### src/rtl/cpu_types_pkg.sv
// Shared CPU types: machine word and the instruction-cache address split.
package cpu_types_pkg;

    typedef logic [31:0] word_t;

    localparam int ITAG_W  = 26;
    localparam int IIDX_W  = 4;
    localparam int IBYT_W  = 2;
    localparam int IFRAMES = 16;

    typedef struct packed {
        logic [ITAG_W-1:0] tag;
        logic [IIDX_W-1:0] idx;
        logic [IBYT_W-1:0] bytoff;
    } icachef_t;

endpackage

### src/rtl/icache_dm.sv
// Direct-mapped 16 x 1-word instruction cache; hits answer combinationally in the same cycle.
// A miss stalls the datapath (ihit = 0) until memory drops iwait, then the fill lands and IDLE resumes.
module icache_dm
    import cpu_types_pkg::*;
(
    input  logic        CLK,
    input  logic        RST,
    input  logic        imemREN,
    input  logic [31:0] imemaddr,
    output logic        ihit,
    output logic [31:0] imemload,
    input  logic        iwait,
    input  logic [31:0] iload,
    output logic        iREN,
    output logic [31:0] iaddr
);

    typedef enum logic {IDLE, FETCH} state_t;

    state_t            state_q;
    icachef_t          miss_q;
    logic              valid_q [IFRAMES];
    logic [ITAG_W-1:0] tag_q   [IFRAMES];
    word_t             data_q  [IFRAMES];

    logic [ITAG_W-1:0] req_tag;
    logic [IIDX_W-1:0] req_idx;
    logic              hit;
    logic              fill;

    assign req_tag = imemaddr[31:IIDX_W+IBYT_W];
    assign req_idx = imemaddr[IIDX_W+IBYT_W-1:IBYT_W];

    assign hit  = (state_q == IDLE) && imemREN && valid_q[req_idx]
                  && (tag_q[req_idx] == req_tag);
    assign fill = (state_q == FETCH) && !iwait;

    assign ihit     = hit;
    assign imemload = hit ? data_q[req_idx] : '0;
    assign iREN     = (state_q == FETCH);
    assign iaddr    = iREN ? word_t'(miss_q) : '0;

    always_ff @(posedge CLK or posedge RST) begin
        if (RST) begin
            state_q <= IDLE;
            miss_q  <= '0;
            for (int i = 0; i < IFRAMES; i++) begin
                valid_q[i] <= 1'b0;
            end
        end else begin
            case (state_q)
                IDLE: begin
                    if (imemREN && !hit) begin
                        miss_q  <= icachef_t'(imemaddr);
                        state_q <= FETCH;
                    end
                end
                FETCH: begin
                    if (!iwait) begin
                        valid_q[miss_q.idx] <= 1'b1;
                        state_q             <= IDLE;
                    end
                end
                default: state_q <= IDLE;
            endcase
        end
    end

    // Tag/data need no reset: a frame is only trusted once its valid bit is set.
    always_ff @(posedge CLK) begin
        if (fill) begin
            tag_q[miss_q.idx]  <= miss_q.tag;
            data_q[miss_q.idx] <= iload;
        end
    end

endmodule

### config.mk
export PLATFORM = sky130hd
export DESIGN_NAME = icache_dm
export DESIGN_NICKNAME = d
export VERILOG_FILES = /design/src/rtl/cpu_types_pkg.sv /design/src/rtl/icache_dm.sv
export SDC_FILE = /design/constraint.sdc
export NUM_CORES = 1
export LEC_CHECK = 0
export ABC_AREA = 1
export CAP_MARGIN = 15
export CORE_ASPECT_RATIO = 2
export CORE_UTILIZATION = 50
export DETAILED_ROUTE_END_ITERATION = 8
export PLACE_DENSITY_LB_ADDON = 0.3
export SYNTH_ARGS = -nofsm -noshare
export SYNTH_HDL_FRONTEND = slang
export SYNTH_SLANG_ARGS = --single-unit
### constraint.sdc
create_clock -name CLK -period 5.4 [get_ports CLK]
set_input_delay 1.08 -clock CLK [delete_from_list [all_inputs] [get_ports CLK]]
set_output_delay 1.08 -clock CLK [all_outputs]
set_load 0.01 [all_outputs]
==> reports/qor.yml <==
root_buffer: "clkbuf_16"
wirelength_um: 107000
syn_inst: 3331
synthArstFlopShare: 0.0502
yosysUniqueCellTypes: 30
seqCellArea_sq_mm: 0.0291
power_density_mw_per_mm2: 359
maxSlewHeadroom: 0.340
coreArea_sq_mm: 0.0791
grt_max_degree: 117
grt_setup_unrepaired: "false"
nNetsFinal: 3499
layout-drive-gt1-share: 0.0775
clk_latency_ns: 0.66
fin_cells: 4535
final_util: 0.577
synth.area.top_cells: "edfxtp_1, nand2_1, nand3_1"
ant_nets: 0
clockBufferDepth: 3
maxSlewViolCount: 0
cts_tree: "yes"
route.vias.total: 26778
start_util: 0.505
cts_made_buffers: 82
grt_remaining_overflow: 0
vias_per_cell: 5.90
ioPinCount: 134
drcViolationCount: 0
die_x_um: 202
syn_to_final_growth_pct: 14.1
crit_path_start_kind: "primary input"
drt-initial-drc-count: 2552
hp-class: "reg2reg"
synth.avg_cell_area_sq_um: 12.0
peakVddDrop_v: 0.000274
cts_sinks: 977
cts_setup_buffers: 0
routabilityCongestion: 0.851
synth-edff-count: 928
worstSetupPathType: "in2out"
cp.required_ns: 4.32
fill_cells: 6219
synth_largest_area_cell: "edfxtp_1"
rows: 146
grt_usage: 0.266
syn-cell-area_sq_mm: 0.0400
final-setup-viol-count: 0
clkSlewWorstSetupHoldPaths_ns: 0.07
port_buffers: 133
cts_max_level: 3
hold_viol_final: 0
p_leak_nw: 16.7
path_max_fanout: 54
seq_area_frac_synth: 0.728
outcome: "finished clean"
yosys_warnings: 0
routedWlPerCell_um: 23.6
synth_top_area_share: 0.697
multiInputGateArea_sq_mm: 0.00925
post-dp-hpwl_um: 58300
cp-end-kind: "output pin"
grt_pass1_wl_um: 161000
tightest_slew_ns: 0.987
maxCapViolations: 0
fin_crit_ns: 5.18
arrival_ns: 4.10
max_freq_ghz: 0.193
first_global_vias: 26428
antenna_found_initial: 6
drt_first_pass_iters: 5
ys_seq_elements: 977
ys.flop_type: "edfxtp_1"
dieArea_sq_mm: 0.0811
die_h_um: 402
dp.cells: 4383
finClkSkew_ns: 0.0197
syn_nets: 3399
post-route-period-util: 0.960
flip-flops by register name, indices dropped and copies added (netlist names):
| signal | count |
|---|---|
| data_q | 512 |
| valid_q | 16 |
| miss_q | 32 |
| tag_q | 416 |
| iREN | 1 |
path summary, 6_finish.rpt:
path / end / cells after the start / from / slack [ns]
worst max-delay path: imemload[22] / 16 / imemaddr[2] / 0.22
worst min-delay path: valid_q[2] / 2 / valid_q[2] / 0.46
worst max register to register: miss_q[12] / 17 / tag_q[7][1] / 2.23
worst min register to register: valid_q[2] / 2 / valid_q[2] / 0.46
max in group asynchronous: iREN / 3 / RST / 3.78
min in group asynchronous: valid_q[9] / 2 / RST / 0.61
layout make-up:
| class | count | area share |
|---|---|---|
| antenna | 1 | 0.0000549 |
| multi-input combinational | 1914 | 0.203 |
| clock buffer | 100 | 0.0482 |
| sequential | 977 | 0.638 |
| inverter | 228 | 0.0194 |
| clock inverter | 51 | 0.0117 |
| timing repair buffer | 228 | 0.0517 |
| tap | 1036 | 0.0284 |
layer usage:
layer  GRT usage  up-vias  routed length (um)
met2       0.456     1157               54300
met4       0.113        8                4060
met3      0.0388      253                7890
li1            -    12013                   -
met1       0.334    13347               40700
met5           0        -                  47
report_power, final:
group	leakage, nW	switching (mW)	internal (mW)
Sequential	8.96	0.255	8.69
Combinational	6.39	0.902	0.427
Clock	1.35	2.71	3.40
cell usage in the layout (no fill, tap or decap), types with 2 or more instances in the layout:
cell type	n
a21oi_1	242
a221o_1	28
a221oi_1	72
a32o_1	28
buf_12	25
buf_4	70
buf_6	2
bufinv_16	10
clkbuf_1	11
clkbuf_16	83
clkbuf_8	6
clkdlybuf4s50_1	129
clkinv_1	15
clkinv_2	17
clkinvlp_4	3
dfrtp_1	48
edfxtp_1	928
inv_1	222
inv_6	6
nand2_1	890
nand2_2	3
nand3_1	274
nand3b_1	3
nand4_1	4
nor2_1	134
nor2_4	18
nor3_1	26
nor3_2	6
o211ai_1	52
o21ai_0	67
o21ai_1	20
o31ai_1	29
o32ai_1	3
or2_2	11
stage by stage:
step / setup TNS, ns / hold slack (ns) / total power [mW] / worst slack [ns] / instance area [sq um]
CTS: 0 / 0.461 / 16.5 / 0.0325 / 45600
global route: 0 / 0.483 / 16.9 / 0.0331 / 45600
detailed placement: -0.473 / 0.447 / 10.4 / -0.0978 / 42800
global placement: -0.450 / 0.438 / 10.4 / -0.110 / 42800
finish: 0 / 0.459 / 16.4 / 0.217 / 45600
floorplan: 0 / 0.427 / 9.76 / 1.08 / 40000
critical path: stages:
cell and delay, ns:
buf_8 0.11, clkinv_8 0.21, buf_12 0.28, a21oi_1 0.13
o21ai_1 0.09, nand3_1 0.08, nand3_1 0.08, nand2_1 0.17
nand2_1 0.13, a21oi_1 0.15, nand2_1 0.14, nor2_4 0.19
nand3_2 0.12, buf_12 0.19, nor3_2 0.28, clkdlybuf4s50_1 0.60
cell families after synthesis:
kind of cell           count (synthesis)  share of synthesized area
and+or+nand+nor                     1372                      0.140
buffers and inverters                440                     0.0450
DFF                                  977                      0.728
AOI/OAI and AO/OA                    542                     0.0871
cells in the mapped netlist (all sizes together) (2+ instances only):
cell type and n:
a21oi 242, a221o 28, a221oi 72, a32o 28
buf 124, clkbuf 88, clkinv 2, dfrtp 49
edfxtp 928, inv 226, nand2 893, nand3 275
nand3b 3, nand4 4, nor2 152, nor3 32
o211ai 52, o21ai 87, o31ai 29, o32ai 3
or2 11
what timing repair did:
| item | in CTS | in global routing |
|---|---|---|
| gates resized for setup | 1 | 8 |
| setup endpoints to repair | 6 | 9 |
| hold endpoints to repair | 0 | 0 |
| hold buffers | 0 | 0 |
No activity file was read; power rests on OpenSTA's default activity.
